`src/rtl/jtag_dmi_arb_if.sv`:
```
// Bundle of requester-side and debug-module-side DMI handshakes for jtag_dmi_arb.
// Signal names take the arbiter's point of view; slave is the arbiter, master is its environment.
interface jtag_dmi_arb_if #(
  parameter int DMI_ADDR_BITS = 7,
  parameter int DMI_DATA_BITS = 32,
  parameter int DMI_OP_BITS   = 2,
  parameter int NUM_REQ       = 2
) ();
  localparam int W = DMI_ADDR_BITS + DMI_DATA_BITS + DMI_OP_BITS;

  logic [NUM_REQ-1:0]   req_valid_i;
  logic [NUM_REQ*W-1:0] req_data_i;
  logic [NUM_REQ-1:0]   req_ready_o;
  logic [NUM_REQ-1:0]   resp_valid_o;
  logic [W-1:0]         resp_data_o;
  logic [NUM_REQ-1:0]   resp_ready_i;
  logic                 dmi_req_valid_o;
  logic [W-1:0]         dmi_req_data_o;
  logic                 dmi_req_ready_i;
  logic                 dmi_resp_valid_i;
  logic [W-1:0]         dmi_resp_data_i;
  logic                 dmi_resp_ready_o;

  modport slave (
    input  req_valid_i, req_data_i, resp_ready_i,
    input  dmi_req_ready_i, dmi_resp_valid_i, dmi_resp_data_i,
    output req_ready_o, resp_valid_o, resp_data_o,
    output dmi_req_valid_o, dmi_req_data_o, dmi_resp_ready_o
  );

  modport master (
    output req_valid_i, req_data_i, resp_ready_i,
    output dmi_req_ready_i, dmi_resp_valid_i, dmi_resp_data_i,
    input  req_ready_o, resp_valid_o, resp_data_o,
    input  dmi_req_valid_o, dmi_req_data_o, dmi_resp_ready_o
  );
endinterface

```
`src/rtl/jtag_dmi_arb.sv`:
```
// Round-robin arbiter sharing one DMI port between NUM_REQ requesters, one transaction
// in flight at a time, with a response timeout that returns a failed-op packet.
module jtag_dmi_arb #(
  parameter int DMI_ADDR_BITS = 7,
  parameter int DMI_DATA_BITS = 32,
  parameter int DMI_OP_BITS   = 2,
  parameter int NUM_REQ       = 2,
  parameter int TIMEOUT       = 1024
) (
  input logic           clk_i,
  input logic           rst_ni,
  jtag_dmi_arb_if.slave bus
);
  localparam int W  = DMI_ADDR_BITS + DMI_DATA_BITS + DMI_OP_BITS;
  localparam int OW = $clog2(NUM_REQ);
  localparam int TW = $clog2(TIMEOUT) + 1;
  localparam logic          TO_EN      = (TIMEOUT != 0);
  localparam logic [TW-1:0] T_LAST     = (TIMEOUT == 0) ? {TW{1'b0}} : TW'(TIMEOUT - 1);
  localparam logic [W-1:0]  TIMEOUT_PKT = W'(2'b10);

  typedef enum logic [3:0] {
    S_IDLE = 4'b0001,
    S_REQ  = 4'b0010,
    S_RESP = 4'b0100,
    S_DONE = 4'b1000
  } state_e;

  state_e             state_r, state_s;
  logic [OW-1:0]      owner_r, last_grant_r, grant_s, cand_s;
  logic               grant_found_s;
  logic [W-1:0]       req_pkt_r, resp_pkt_r, req_sel_s;
  logic [TW-1:0]      timer_r;
  logic               run_r;
  logic [NUM_REQ-1:0] req_ready_s, owner_oh_s;
  logic               accept_s, resp_take_s, timeout_s, timer_clr_s;

  // Round-robin search starting just after the last granted requester.
  always_comb begin
    grant_s       = {OW{1'b0}};
    grant_found_s = 1'b0;
    cand_s        = {OW{1'b0}};
    for (int i = 1; i <= NUM_REQ; i++) begin
      cand_s = OW'((int'(last_grant_r) + i) % NUM_REQ);
      if (!grant_found_s && bus.req_valid_i[cand_s]) begin
        grant_found_s = 1'b1;
        grant_s       = cand_s;
      end else begin
        grant_found_s = grant_found_s;
      end
    end
    req_sel_s = bus.req_data_i[int'(grant_s)*W +: W];
  end

  // Next-state and handshake decode.
  always_comb begin
    state_s     = state_r;
    req_ready_s = {NUM_REQ{1'b0}};
    accept_s    = 1'b0;
    resp_take_s = 1'b0;
    timeout_s   = 1'b0;
    timer_clr_s = 1'b0;
    case (state_r)
      S_IDLE: begin
        if (run_r && grant_found_s) begin
          req_ready_s[grant_s] = 1'b1;
          accept_s             = 1'b1;
          state_s              = S_REQ;
        end else begin
          state_s = S_IDLE;
        end
      end
      S_REQ: begin
        if (bus.dmi_req_ready_i) begin
          timer_clr_s = 1'b1;
          state_s     = S_RESP;
        end else begin
          state_s = S_REQ;
        end
      end
      S_RESP: begin
        // A real response beats a timeout landing on the same cycle.
        if (bus.dmi_resp_valid_i) begin
          resp_take_s = 1'b1;
          state_s     = S_DONE;
        end else if (TO_EN && (timer_r == T_LAST)) begin
          timeout_s = 1'b1;
          state_s   = S_DONE;
        end else begin
          state_s = S_RESP;
        end
      end
      S_DONE: begin
        if (bus.resp_ready_i[owner_r]) begin
          state_s = S_IDLE;
        end else begin
          state_s = S_DONE;
        end
      end
      default: state_s = S_IDLE;
    endcase
  end

  // State, captured packets, ownership and response timer.
  always_ff @(posedge clk_i or negedge rst_ni) begin
    if (!rst_ni) begin
      state_r      <= S_IDLE;
      run_r        <= 1'b0;
      owner_r      <= {OW{1'b0}};
      last_grant_r <= OW'(NUM_REQ - 1);
      req_pkt_r    <= {W{1'b0}};
      resp_pkt_r   <= {W{1'b0}};
      timer_r      <= {TW{1'b0}};
    end else begin
      state_r <= state_s;
      run_r   <= 1'b1;
      if (accept_s) begin
        req_pkt_r <= req_sel_s;
        owner_r   <= grant_s;
      end else begin
        req_pkt_r <= req_pkt_r;
      end
      if (resp_take_s) begin
        resp_pkt_r <= bus.dmi_resp_data_i;
      end else if (timeout_s) begin
        resp_pkt_r <= TIMEOUT_PKT;
      end else begin
        resp_pkt_r <= resp_pkt_r;
      end
      if ((state_r == S_DONE) && (state_s == S_IDLE)) begin
        last_grant_r <= owner_r;
      end else begin
        last_grant_r <= last_grant_r;
      end
      if (timer_clr_s) begin
        timer_r <= {TW{1'b0}};
      end else if ((state_r == S_RESP) && (timer_r != {TW{1'b1}})) begin
        timer_r <= timer_r + 1'b1;
      end else begin
        timer_r <= timer_r;
      end
    end
  end

  // Stale DM responses are drained in every state once out of reset.
  always_comb begin
    owner_oh_s           = NUM_REQ'(1) << owner_r;
    bus.req_ready_o      = req_ready_s;
    bus.dmi_req_valid_o  = (state_r == S_REQ);
    bus.dmi_req_data_o   = req_pkt_r;
    bus.dmi_resp_ready_o = run_r;
    bus.resp_valid_o     = (state_r == S_DONE) ? owner_oh_s : {NUM_REQ{1'b0}};
    bus.resp_data_o      = resp_pkt_r;
  end
endmodule

```
`src/flat_wrapper.sv`:
```
// flat-port wrapper written by rule: the top's interface ports become plain ports
module jtag_dmi_arb_flat 
#(
  parameter int DMI_ADDR_BITS = 7,
  parameter int DMI_DATA_BITS = 32,
  parameter int DMI_OP_BITS   = 2,
  parameter int NUM_REQ       = 2,
  parameter int TIMEOUT       = 1024
)
  (clk_i, rst_ni, bus_req_valid_i, bus_req_data_i, bus_resp_ready_i, bus_dmi_req_ready_i, bus_dmi_resp_valid_i, bus_dmi_resp_data_i, bus_req_ready_o, bus_resp_valid_o, bus_resp_data_o, bus_dmi_req_valid_o, bus_dmi_req_data_o, bus_dmi_resp_ready_o);
  jtag_dmi_arb_if #(.DMI_ADDR_BITS(DMI_ADDR_BITS), .DMI_DATA_BITS(DMI_DATA_BITS), .DMI_OP_BITS(DMI_OP_BITS), .NUM_REQ(NUM_REQ)) bus_i ();
  input logic clk_i;
  input logic rst_ni;
  input wire logic [$bits(bus_i.req_valid_i)-1:0] bus_req_valid_i;
  input wire logic [$bits(bus_i.req_data_i)-1:0] bus_req_data_i;
  input wire logic [$bits(bus_i.resp_ready_i)-1:0] bus_resp_ready_i;
  input wire logic [$bits(bus_i.dmi_req_ready_i)-1:0] bus_dmi_req_ready_i;
  input wire logic [$bits(bus_i.dmi_resp_valid_i)-1:0] bus_dmi_resp_valid_i;
  input wire logic [$bits(bus_i.dmi_resp_data_i)-1:0] bus_dmi_resp_data_i;
  output wire logic [$bits(bus_i.req_ready_o)-1:0] bus_req_ready_o;
  output wire logic [$bits(bus_i.resp_valid_o)-1:0] bus_resp_valid_o;
  output wire logic [$bits(bus_i.resp_data_o)-1:0] bus_resp_data_o;
  output wire logic [$bits(bus_i.dmi_req_valid_o)-1:0] bus_dmi_req_valid_o;
  output wire logic [$bits(bus_i.dmi_req_data_o)-1:0] bus_dmi_req_data_o;
  output wire logic [$bits(bus_i.dmi_resp_ready_o)-1:0] bus_dmi_resp_ready_o;
  assign bus_i.req_valid_i = bus_req_valid_i;
  assign bus_i.req_data_i = bus_req_data_i;
  assign bus_i.resp_ready_i = bus_resp_ready_i;
  assign bus_i.dmi_req_ready_i = bus_dmi_req_ready_i;
  assign bus_i.dmi_resp_valid_i = bus_dmi_resp_valid_i;
  assign bus_i.dmi_resp_data_i = bus_dmi_resp_data_i;
  assign bus_req_ready_o = bus_i.req_ready_o;
  assign bus_resp_valid_o = bus_i.resp_valid_o;
  assign bus_resp_data_o = bus_i.resp_data_o;
  assign bus_dmi_req_valid_o = bus_i.dmi_req_valid_o;
  assign bus_dmi_req_data_o = bus_i.dmi_req_data_o;
  assign bus_dmi_resp_ready_o = bus_i.dmi_resp_ready_o;
  jtag_dmi_arb #(.DMI_ADDR_BITS(DMI_ADDR_BITS), .DMI_DATA_BITS(DMI_DATA_BITS), .DMI_OP_BITS(DMI_OP_BITS), .NUM_REQ(NUM_REQ), .TIMEOUT(TIMEOUT)) u_core (.clk_i(clk_i), .rst_ni(rst_ni), .bus(bus_i));
endmodule
```
`config.mk`:
```
export PLATFORM = sky130hd
export DESIGN_NAME = jtag_dmi_arb_flat
export DESIGN_NICKNAME = d
export VERILOG_FILES = /design/src/rtl/jtag_dmi_arb_if.sv /design/src/rtl/jtag_dmi_arb.sv /design/src/flat_wrapper.sv
export SDC_FILE = /design/constraint.sdc
export NUM_CORES = 1
export LEC_CHECK = 0
export BUFFER_PORTS_ARGS = -buffer_cell sky130_fd_sc_hd__buf_2
export CAP_MARGIN = 15
export CORE_MARGIN = 10
export CORE_UTILIZATION = 45
export DETAILED_ROUTE_END_ITERATION = 6
export GPL_TIMING_DRIVEN = 0
export PLACE_DENSITY_LB_ADDON = 0.3
export SLEW_MARGIN = 15
export SYNTH_ARGS = -nofsm -noshare
export SYNTH_HDL_FRONTEND = slang
export SYNTH_SLANG_ARGS = --single-unit
```
`constraint.sdc`:
```
create_clock -name clk_i -period 2.4 [get_ports clk_i]
set_input_delay 0.12 -clock clk_i [delete_from_list [all_inputs] [get_ports clk_i]]
set_output_delay 0.12 -clock clk_i [all_outputs]
set_load 0.01 [all_outputs]
```
==> results.yml <==
timing:
  finalSetupViolations: 0
  final_hold_viol_count: 0
  whs_ns: 0.0159
  relSlewSlack: 0.496
  fin_crit_sh: 0.944
  clock.fmax_mhz: 441
  worstMarginPinSlew_ns: 0.752
  min_period_ns: 2.27
  drv_slew: 0
  fin_skew_ns: 0.0129
detailed_routing:
  drc: 3
  finalWirelength_mm: 16.4
  ant_nets: 0
  vias: 4336
  drt_iter0_drc: 653
  routedWlPerCell_um: 21.1
  firstDrtPassIters: 7
  viasPerCell: 5.57
die:
  start_util: 0.464
  rows: 34
  die_h_um: 115
  die_w_um: 115
  die_area_um2: 13200
  core_um2: 8760
  pin_count: 219
clocking:
  cts_buffers: 9
  cts.sinks: 100
  cts_tree: "yes"
  cts_setup_buffers: 0
  htree_levels: 3
  clock_path_buffers: 2
  root_buffer: "clkbuf_8"
  insertion_delay_ns: 0.35
  clk_pin_slew_ns: 0.10
finish:
  fillers: 529
  final_common_cell: "buf_2"
  fin_cells: 778
  layout.nets: 795
  layout_common_cells: "buf_2 (230), dlygate4sd3_1 (106), dfrtp_1 (98), inv_1 (47), a222oi_1 (41)"
  final_util: 0.759
  areaGrowthSynthToFinish_pct: 63.6
  post_route_cells_drive_above_1_share: 0.385
yosys:
  seq_area_frac_synth: 0.616
  postSynthAreaPerCell_um2: 12.4
  ys_types: 39
  synth_cells: 327
  async_flop_share: 1.00
  yosys_warnings: 0
  ys_seq_elements: 100
  synth_ff_type: "dfrtp_1"
  synth_nets: 459
  synth_area_um2: 4070
  synth-edff-count: 0
power:
  power.total_uw: 6550
  ir_worst_vdd_mv: 0.587
  pwr_density_cell_nw_per_um2: 984
  leakagePower_uw: 0.00365
place:
  dp.cells: 654
  place_congestion: 0.835
  hpwl_mm: 10.5
  portBuffers: 218
worst_setup_path:
  worst-endpoint-required_ns: 2.28
  crit_path_end_kind: "output pin"
  arrival_ns: 2.15
  critical_path_class: "register to output pin"
  crit_chain: "nor4b_4, and4_1, clkbuf_1, buf_4, buf_2"
  startpoint_type: "register"
  slowest_delay_ns: 0.60
  crit_buf_inv: 3
  crit_fanout: 10
  slowest_stage: "dfstp_2"
  critPathTopFamily: "buffers and inverters"
grt:
  grt_max_degree: 61
  use_met3: 0.0880
  top_usage_layer: "met2"
  grt_pass1_wl_mm: 25.3
  gr-usage-met1: 0.279
  grt_use_total: 0.239
  antenna_found_initial: 0
  gr-total-overflow: 0
  met2_usage: 0.396
  grt_pass1_vias: 4621
flow_run:
  maxCapViolCount: 0
worst_hold_path:
  hp-class: "primary input to register"
outcome:
  violations: "design-rule violations"
  status: "finished with violations"
[metrics by stage]
step / instance area (um^2) / setup TNS (ns) / setup WS, ns
after CTS: 6630 / 0 / 0.0626
after floorplan: 4070 / 0 / 0.708
after global placement: 5290 / 0 / 0.218
final: 6650 / 0 / 0.135
after global routing: 6650 / -0.0684 / -0.0377
after detailed placement: 5330 / 0 / 0.163
[synth_stat cells, drive strengths merged (4+ instances only)]
cell,count,area (um^2)
a21oi,6,30.0
a222oi,41,410
a22o,40,350
buf,14,70.1
clkbuf,11,41.3
dfrtp,98,2450
inv,47,176
mux2i,4,40.0
nand2,8,30.0
nor2,7,26.3
nor4b,4,47.6
o21ai,8,40.0
[worst reg2reg max path: stages, from the launching register on]
cell	delay, ns
dfrtp_1	0.41
ha_1	0.24
nand3_1	0.24
nor3_1	0.12
o21ai_1	0.46
clkbuf_1	0.43
a22o_1	0.24
[logic make-up (layout without fill, tap and decap cells)]
kind of cell / count (synthesis) / count (layout) / share of synthesized area
DFF: 100 / 100 / 0.616
buffers and inverters: 72 / 413 / 0.0708
xor gates and xnor gates: 3 / 3 / 0.00646
and+or+nand+nor: 41 / 41 / 0.0634
AOI/OAI and AO/OA: 105 / 105 / 0.230
muxes: 4 / 4 / 0.00985
other: 1 / 3 / 0.000922
adders and majority gates: 1 / 1 / 0.00308
[where the power goes]
group,total (uW),switching (uW),internal [uW]
logic,2380,1270,1110
clock network,1320,590,728
registers,2850,484,2360
total,6550,2340,4200
[layout make-up]
class | count | area [um^2] | share of cell area
sequential | 100 | 2500 | 0.376
timing repair buffer | 325 | 2190 | 0.329
multi-input combinational | 155 | 1280 | 0.193
inverter | 47 | 176 | 0.0265
clock buffer | 11 | 141 | 0.0212
tap | 108 | 135 | 0.0203
buffer | 25 | 115 | 0.0173
clock inverter | 5 | 108 | 0.0162
antenna | 2 | 5.00 | 0.000752
[sequential cells by signal, indices dropped and copies added, names as in the netlist]
register                     flops
u_core.owner_r                   1
u_core.bus.dmi_resp_ready_o      1
u_core.last_grant_r              1
u_core.timer_r                  11
u_core.bus.dmi_req_data_o       41
u_core.state_r                   4
u_core.bus.resp_data_o          41
[path summary, 6_finish.rpt]
| check | endpoint | startpoint | slack (ns) | cells after the start |
|---|---|---|---|---|
| min reg2reg | u_core.bus.dmi_req_data_o[19] | u_core.bus.dmi_req_data_o[19] | 0.50 | 2 |
| max in group asynchronous | u_core.bus.dmi_req_data_o[20] | rst_ni | 1.55 | 3 |
| min in group asynchronous | u_core.bus.dmi_req_data_o[26] | rst_ni | 0.23 | 2 |
| max | bus_req_ready_o[1] | u_core.state_r[0] | 0.13 | 5 |
| min | u_core.bus.dmi_req_data_o[16] | bus_req_data_i[57] | 0.02 | 3 |
| max reg2reg | u_core.bus.resp_data_o[33] | u_core.timer_r[0] | 0.19 | 6 |
[timing repair]
item                       CTS  global route
hold endpoints to repair   117             1
hold buffers               105             1
setup endpoints to repair    1            10
gates resized for setup      1             3
[metal layers]
layer	vias up	wire, um
li1	1922	-
met1	2123	6190
met2	263	8040
met4	0	290
met3	28	1880
met5	-	0
Power figures use the tool's default switching activity.
